--- src/rtl/fetch_unit_if.sv ---
// Fetch-stage bus bundle: redirect input, instruction-memory
// request/response channel and the decode-facing instruction channel.
interface fetch_unit_if #(
  parameter int XLEN = 32
);
  logic            redirect_valid;
  logic            pc_src;
  logic [XLEN-1:0] target_addr;
  logic            imem_req_valid;
  logic            imem_req_ready;
  logic [XLEN-1:0] imem_req_addr;
  logic            imem_rsp_valid;
  logic [XLEN-1:0] imem_rsp_data;
  logic            inst_valid;
  logic            inst_ready;
  logic [XLEN-1:0] inst;
  logic [XLEN-1:0] inst_pc;

  modport master (
    input  redirect_valid, pc_src, target_addr,
    output imem_req_valid, imem_req_addr,
    input  imem_req_ready,
    input  imem_rsp_valid, imem_rsp_data,
    output inst_valid, inst, inst_pc,
    input  inst_ready
  );

  modport slave (
    output redirect_valid, pc_src, target_addr,
    input  imem_req_valid, imem_req_addr,
    output imem_req_ready,
    output imem_rsp_valid, imem_rsp_data,
    input  inst_valid, inst, inst_pc,
    output inst_ready
  );
endinterface

--- src/rtl/fetch_unit.sv ---
// PC register and single-outstanding instruction fetch stage.
// Buffers one instruction for decode; taken redirects flush it.
module fetch_unit #(
  parameter int          XLEN     = 32,
  parameter logic [31:0] RESET_PC = 32'h0000_0000
) (
  input  logic          clk,
  input  logic          reset_n,
  fetch_unit_if.master  bus
);

  typedef enum logic [1:0] {
    S_REQ,
    S_WAIT,
    S_HOLD
  } state_t;

  state_t          r_state;
  logic [XLEN-1:0] r_pc;
  logic            r_discard;
  logic            r_inst_valid;
  logic [XLEN-1:0] r_inst;
  logic [XLEN-1:0] r_inst_pc;

  state_t          w_state_nxt;
  logic [XLEN-1:0] w_pc_nxt;
  logic            w_discard_nxt;
  logic            w_iv_nxt;
  logic [XLEN-1:0] w_inst_nxt;
  logic [XLEN-1:0] w_ipc_nxt;
  logic            w_req_valid;
  logic            w_redir;
  logic [XLEN-1:0] w_tgt;

  assign w_redir = bus.redirect_valid & bus.pc_src;
  assign w_tgt   = {bus.target_addr[XLEN-1:2], 2'b00};

  assign bus.imem_req_valid = w_req_valid;
  assign bus.imem_req_addr  = r_pc;
  assign bus.inst_valid     = r_inst_valid;
  assign bus.inst           = r_inst;
  assign bus.inst_pc        = r_inst_pc;

  // Next-state and request logic; redirect overrides handshake/response.
  always_comb begin
    w_state_nxt   = r_state;
    w_pc_nxt      = r_pc;
    w_discard_nxt = r_discard;
    w_iv_nxt      = r_inst_valid;
    w_inst_nxt    = r_inst;
    w_ipc_nxt     = r_inst_pc;
    w_req_valid   = 1'b0;
    unique case (r_state)
      S_REQ: begin
        w_req_valid = reset_n;
        if (w_req_valid && bus.imem_req_ready) begin
          w_pc_nxt      = r_pc + XLEN'(4);
          w_state_nxt   = S_WAIT;
          w_discard_nxt = w_redir;
        end
        if (w_redir) begin
          w_pc_nxt = w_tgt;
        end
      end
      S_WAIT: begin
        if (bus.imem_rsp_valid) begin
          if (r_discard || w_redir) begin
            w_discard_nxt = 1'b0;
            w_state_nxt   = S_REQ;
            if (w_redir) begin
              w_pc_nxt = w_tgt;
            end
          end else begin
            w_inst_nxt  = bus.imem_rsp_data;
            w_ipc_nxt   = r_pc - XLEN'(4);
            w_iv_nxt    = 1'b1;
            w_state_nxt = S_HOLD;
          end
        end else if (w_redir) begin
          w_discard_nxt = 1'b1;
          w_pc_nxt      = w_tgt;
        end
      end
      S_HOLD: begin
        if (w_redir) begin
          w_iv_nxt    = 1'b0;
          w_pc_nxt    = w_tgt;
          w_state_nxt = S_REQ;
        end else if (bus.inst_ready) begin
          w_iv_nxt    = 1'b0;
          w_state_nxt = S_REQ;
        end
      end
      default: begin
        w_state_nxt = S_REQ;
      end
    endcase
  end

  // State and datapath registers with synchronous reset.
  always_ff @(posedge clk) begin
    if (!reset_n) begin
      r_state      <= S_REQ;
      r_pc         <= XLEN'(RESET_PC);
      r_discard    <= 1'b0;
      r_inst_valid <= 1'b0;
      r_inst       <= '0;
      r_inst_pc    <= '0;
    end else begin
      r_state      <= w_state_nxt;
      r_pc         <= w_pc_nxt;
      r_discard    <= w_discard_nxt;
      r_inst_valid <= w_iv_nxt;
      r_inst       <= w_inst_nxt;
      r_inst_pc    <= w_ipc_nxt;
    end
  end

endmodule

--- src/flat_wrapper.sv ---
// flat-port wrapper written by rule: the top's interface ports become plain ports
module fetch_unit_flat 
#(
  parameter int          XLEN     = 32,
  parameter logic [31:0] RESET_PC = 32'h0000_0000
)
  (clk, reset_n, bus_redirect_valid, bus_pc_src, bus_target_addr, bus_imem_req_valid, bus_imem_req_addr, bus_imem_req_ready, bus_imem_rsp_valid, bus_imem_rsp_data, bus_inst_valid, bus_inst, bus_inst_pc, bus_inst_ready);
  fetch_unit_if #(.XLEN(XLEN)) bus_i ();
  input  logic clk;
  input  logic reset_n;
  input wire logic [$bits(bus_i.redirect_valid)-1:0] bus_redirect_valid;
  input wire logic [$bits(bus_i.pc_src)-1:0] bus_pc_src;
  input wire logic [$bits(bus_i.target_addr)-1:0] bus_target_addr;
  output wire logic [$bits(bus_i.imem_req_valid)-1:0] bus_imem_req_valid;
  output wire logic [$bits(bus_i.imem_req_addr)-1:0] bus_imem_req_addr;
  input wire logic [$bits(bus_i.imem_req_ready)-1:0] bus_imem_req_ready;
  input wire logic [$bits(bus_i.imem_rsp_valid)-1:0] bus_imem_rsp_valid;
  input wire logic [$bits(bus_i.imem_rsp_data)-1:0] bus_imem_rsp_data;
  output wire logic [$bits(bus_i.inst_valid)-1:0] bus_inst_valid;
  output wire logic [$bits(bus_i.inst)-1:0] bus_inst;
  output wire logic [$bits(bus_i.inst_pc)-1:0] bus_inst_pc;
  input wire logic [$bits(bus_i.inst_ready)-1:0] bus_inst_ready;
  assign bus_i.redirect_valid = bus_redirect_valid;
  assign bus_i.pc_src = bus_pc_src;
  assign bus_i.target_addr = bus_target_addr;
  assign bus_imem_req_valid = bus_i.imem_req_valid;
  assign bus_imem_req_addr = bus_i.imem_req_addr;
  assign bus_i.imem_req_ready = bus_imem_req_ready;
  assign bus_i.imem_rsp_valid = bus_imem_rsp_valid;
  assign bus_i.imem_rsp_data = bus_imem_rsp_data;
  assign bus_inst_valid = bus_i.inst_valid;
  assign bus_inst = bus_i.inst;
  assign bus_inst_pc = bus_i.inst_pc;
  assign bus_i.inst_ready = bus_inst_ready;
  fetch_unit #(.XLEN(XLEN), .RESET_PC(RESET_PC)) u_core (.clk(clk), .reset_n(reset_n), .bus(bus_i));
endmodule
--- config.mk ---
export PLATFORM = sky130hd
export DESIGN_NAME = fetch_unit_flat
export DESIGN_NICKNAME = d
export VERILOG_FILES = /design/src/rtl/fetch_unit_if.sv /design/src/rtl/fetch_unit.sv /design/src/flat_wrapper.sv
export SDC_FILE = /design/constraint.sdc
export NUM_CORES = 1
export LEC_CHECK = 0
export CAP_MARGIN = 0
export CORE_MARGIN = 3
export CORE_UTILIZATION = 45
export CTS_CLUSTER_DIAMETER = 200
export DETAILED_ROUTE_END_ITERATION = 10
export HOLD_SLACK_MARGIN = 0.1
export PLACE_DENSITY = 0.8
export SKIP_CTS_REPAIR_TIMING = 1
export SLEW_MARGIN = 0
export SYNTH_ARGS = -nofsm -noshare
export SYNTH_HDL_FRONTEND = slang
export SYNTH_SLANG_ARGS = --single-unit
--- constraint.sdc ---
create_clock -name clk -period 4.4 [get_ports clk]
set_input_delay 0.44 -clock clk [delete_from_list [all_inputs] [get_ports clk]]
set_output_delay 0.44 -clock clk [all_outputs]
set_load 0.01 [all_outputs]
==> results by group <==
STA
  – Fin Setup TNS: 0 ns
  – Endpoints failing setup: 0
  – Period utilization: 0.608
  – Worst slew pin tran: 1.03 ns
  – F_max: around 370 MHz
  – Slew Limit Fails: 0
  – Hold Fails Final Rpt: 0
  – Clock Skew: approximately 0.013 ns
  – Slew HR: 0.309
  – Final Critical Period: between 2 and 3 ns
  – RSZ-0062 raised after global routing: false

Routing
  – DRT iter0 DRCs: slightly below 500
  – Drt first pass iters: 5
  – Routed len/inst: between 15 and 20 um
  – Routed vias/inst: approximately 5.7
  – Final ANT Viol Nets: 0
  – Via count: just over 5000
  – DRC viols: 0
  – Routed WL: 14.6 mm

Power
  – Seq pwr share: 0.373
  – Peak VDD IR: 0.263 mV
  – Power share of the clock group: 0.161
  – Pwr per Cell Area: 507 nW/um^2
  – Internal: ~0.0020 W
  – Logic gate share of total power: 0.466
  – Sw Pwr: 0.00139 W
  – Leakage: between 2 and 2.5 nW
  – Net Sw Frac: 0.414

Critical path
  – Crit. End Element: register
  – Worst setup path class: primary input to register
  – Slowest cell on the critical path: a21o_1
  – CP Buf/Inv Count: 2
  – Crit-path leading delay family: compound AO/OA/AOI/OAI gates
  – Critical path startpoint category: primary input
  – Flop2flop setup slack: 1.78 ns
  – CP Max Fanout: 42
  – Crit path cell chain: clkdlybuf4s50_1 -> buf_4 -> a21boi_0 -> nor3_1 -> a21o_1 -> nand2_1 -> o22ai_1
  – Critical Path Max Stage Delay: about 0.58 ns
  – Worst Path Required: 4.67 ns
  – WP data arrival: around 3.0 ns

Synthesis
  – Post-Synthesis Cells: about 630
  – Number of synthesized flops with an enable pin: 0
  – Synth area leaders: dfxtp_1, a21oi_1, nand2_1
  – Yosys warning total: 0
  – Cell taking the most area after synthesis: dfxtp_1
  – Mean area per synthesized cell: just under 8 um^2
  – Share of flip-flops with an asynchronous set or reset: 0
  – Top_reg_cell synth: dfxtp_1
  – Top-count cell post-synth: dfxtp_1
  – Synthesized cell area: roughly 4900 um^2
  – Register bit count reported by yosys: 96
  – Synth cell types: 58
  – Commonest cells in the netlist: dfxtp_1, nand2_1, a21oi_1
  – Sequential area share after synthesis: 0.396
  – Yosys top cell area share: 0.396

Place
  – Dpl cells: ~870
  – Port Buffers: 162
  – GP Congestion: approximately 0.87
  – DP Wirelength: between 10 and 15 mm

Job
  – Max-cap violation count: 0

Global route
  – GRT Util Overall: 0.235
  – Initial antenna violation count: 0
  – Largest net degree at the start of global routing: between 60 and 70
  – GRT overflow: 0
  – First-pass GRT wire length: approximately 23 mm
  – Number of global-route vias before repair: around 4500

Layout
  – Area Overhead vs Synth: 36.6%
  – Final nets: around 830
  – Post-route non-filler standard cell count: ~890
  – Layout cells sized above 1: 0.0598
  – Diode count: 0

Clock network
  – Clock root cell: clkbuf_8
  – H-tree Lvls: 3
  – Worst-path clk slew: roughly 0.1 ns
  – Clock Latency Late Sink: about 0.36 ns
  – Num Clock Sinks: between 90 and 100
  – CTS Buffer Depth: 2
  – CTS Buf Count: 9
  – CTS tree: yes

Floorplanning
  – Row cnt: 37
  – Die area: ~12000 um^2
  – Initial core utilization: 0.466
  – Chip Width: between 100 and 150 um
  – Placeable Area: 10400 um^2
  – DIE HEIGHT: about 110 um
  – Io pins: 169

Status
  – Outcome: completed

Min path
  – Min-Delay Path Class: register to register
[cells by family after synthesis]
logic type / Yosys count / share of synthesized area
and+or+nand+nor: 239 / 0.236
AOI/OAI and AO/OA: 186 / 0.238
DFF: 96 / 0.396
buffers and inverters: 71 / 0.0624
xor gates and xnor gates: 25 / 0.0451
adders and majority gates: 7 / 0.0180
muxes: 2 / 0.00412
other: 1 / 0.000773
[path summary, 6_finish.rpt]
kind / from / end / cells after the start
worst max-delay path: reset_n / u_core.bus.imem_req_addr[20]$_SDFFE_PN0P_ / 7
worst max register to register: u_core.bus.imem_req_addr[2]$_SDFFE_PN0P_ / u_core.bus.inst_pc[26]$_SDFFE_PN0P_ / 7
worst min register to register: u_core.bus.inst[19]$_SDFFE_PN0P_ / u_core.bus.inst[19]$_SDFFE_PN0P_ / 2
worst min-delay path: u_core.bus.inst[19]$_SDFFE_PN0P_ / u_core.bus.inst[19]$_SDFFE_PN0P_ / 2
[state kept, by name (all words and copies together) (netlist names)]
register                  count
u_core.bus.imem_req_addr     30
u_core.r_state                2
u_core.r_discard              1
u_core.bus.inst_valid         1
u_core.bus.inst              32
u_core.bus.inst_pc           30
[metal layers]
| layer | vias to the layer above | GRT usage | share of wire |
|---|---|---|---|
| met5 | - | 0 | 0 |
| met4 | 0 | 0.0757 | 0.018 |
| met3 | 24 | 0.0346 | 0.074 |
| met2 | 230 | 0.384 | 0.48 |
| met1 | 2364 | 0.319 | 0.43 |
| li1 | 2467 | - | - |
[worst register-to-register path, stage by stage (launching register included)]
cell,delay (ns)
dfxtp_1,0.40
inv_1,0.12
ha_1,0.19
or3b_2,0.51
or4_1,0.63
nor4_2,0.40
xnor2_1,0.16
a21oi_1,0.08
[power by group through the flow]
stage | Clock, W | Sequential, W | Combinational (W)
after floorplan | 0 | 0.00122 | 0.00104
after global placement | 0 | 0.00125 | 0.00151
after detailed placement | 0 | 0.00126 | 0.00156
after CTS | 0.000554 | 0.00124 | 0.00156
after global routing | 0.000590 | 0.00128 | 0.00172
final | 0.000541 | 0.00125 | 0.00157
[cell usage in the layout, fill, tap and decap left out, types with 3 or more instances in the layout]
| cell | Yosys | routed |
|---|---|---|
| clkdlybuf4s50_1 | 0 | 162 |
| and2_1 | 4 | 4 |
| nor3_1 | 15 | 15 |
| a311oi_1 | 5 | 5 |
| and3_1 | 4 | 4 |
| or4_1 | 8 | 8 |
| nor4_1 | 7 | 7 |
| xor2_1 | 4 | 4 |
| nand2b_1 | 3 | 3 |
| o31ai_1 | 3 | 3 |
| ha_1 | 7 | 7 |
| nor2_1 | 63 | 63 |
| o221a_2 | 9 | 9 |
| clkbuf_8 | 0 | 9 |
| conb_1 | 1 | 4 |
| a21oi_1 | 86 | 84 |
| or3_1 | 3 | 3 |
| o21ai_0 | 31 | 31 |
| a31oi_1 | 8 | 8 |
| inv_1 | 8 | 7 |
| o31a_1 | 3 | 3 |
| o22ai_1 | 5 | 5 |
| buf_4 | 4 | 8 |
| a21o_1 | 4 | 4 |
| a211oi_1 | 11 | 11 |
| nand3_1 | 13 | 13 |
| nand4_1 | 12 | 12 |
| dfxtp_1 | 96 | 96 |
| nor4_2 | 4 | 4 |
| a41oi_1 | 4 | 4 |
| xnor2_1 | 21 | 21 |
| nand2_1 | 91 | 91 |
[layout make-up]
class                      instances  area (um^2)
fill                             910         3780
timing repair buffer             170         1680
clock inverter                     7         55.1
clock buffer                       9          124
tap                              136          170
inverter                           8         30.0
multi-input combinational        463         2650
sequential                        96         1920
[metrics by stage]
step            util  hold WS (ns)  power [W]  cell area [um^2]  setup WS, ns
4_1_cts        0.637         0.460    0.00336              6630          1.78
3_5_place_dp   0.619         0.445    0.00282              6450          1.43
6_report       0.637         0.459    0.00336              6630          1.72
3_3_place_gp   0.619         0.442    0.00276              6450          1.48
5_1_grt        0.637         0.478    0.00359              6630          1.52
2_1_floorplan      -         0.481    0.00226              4860          2.00
Note: power is estimated with default switching activity, not from simulation.
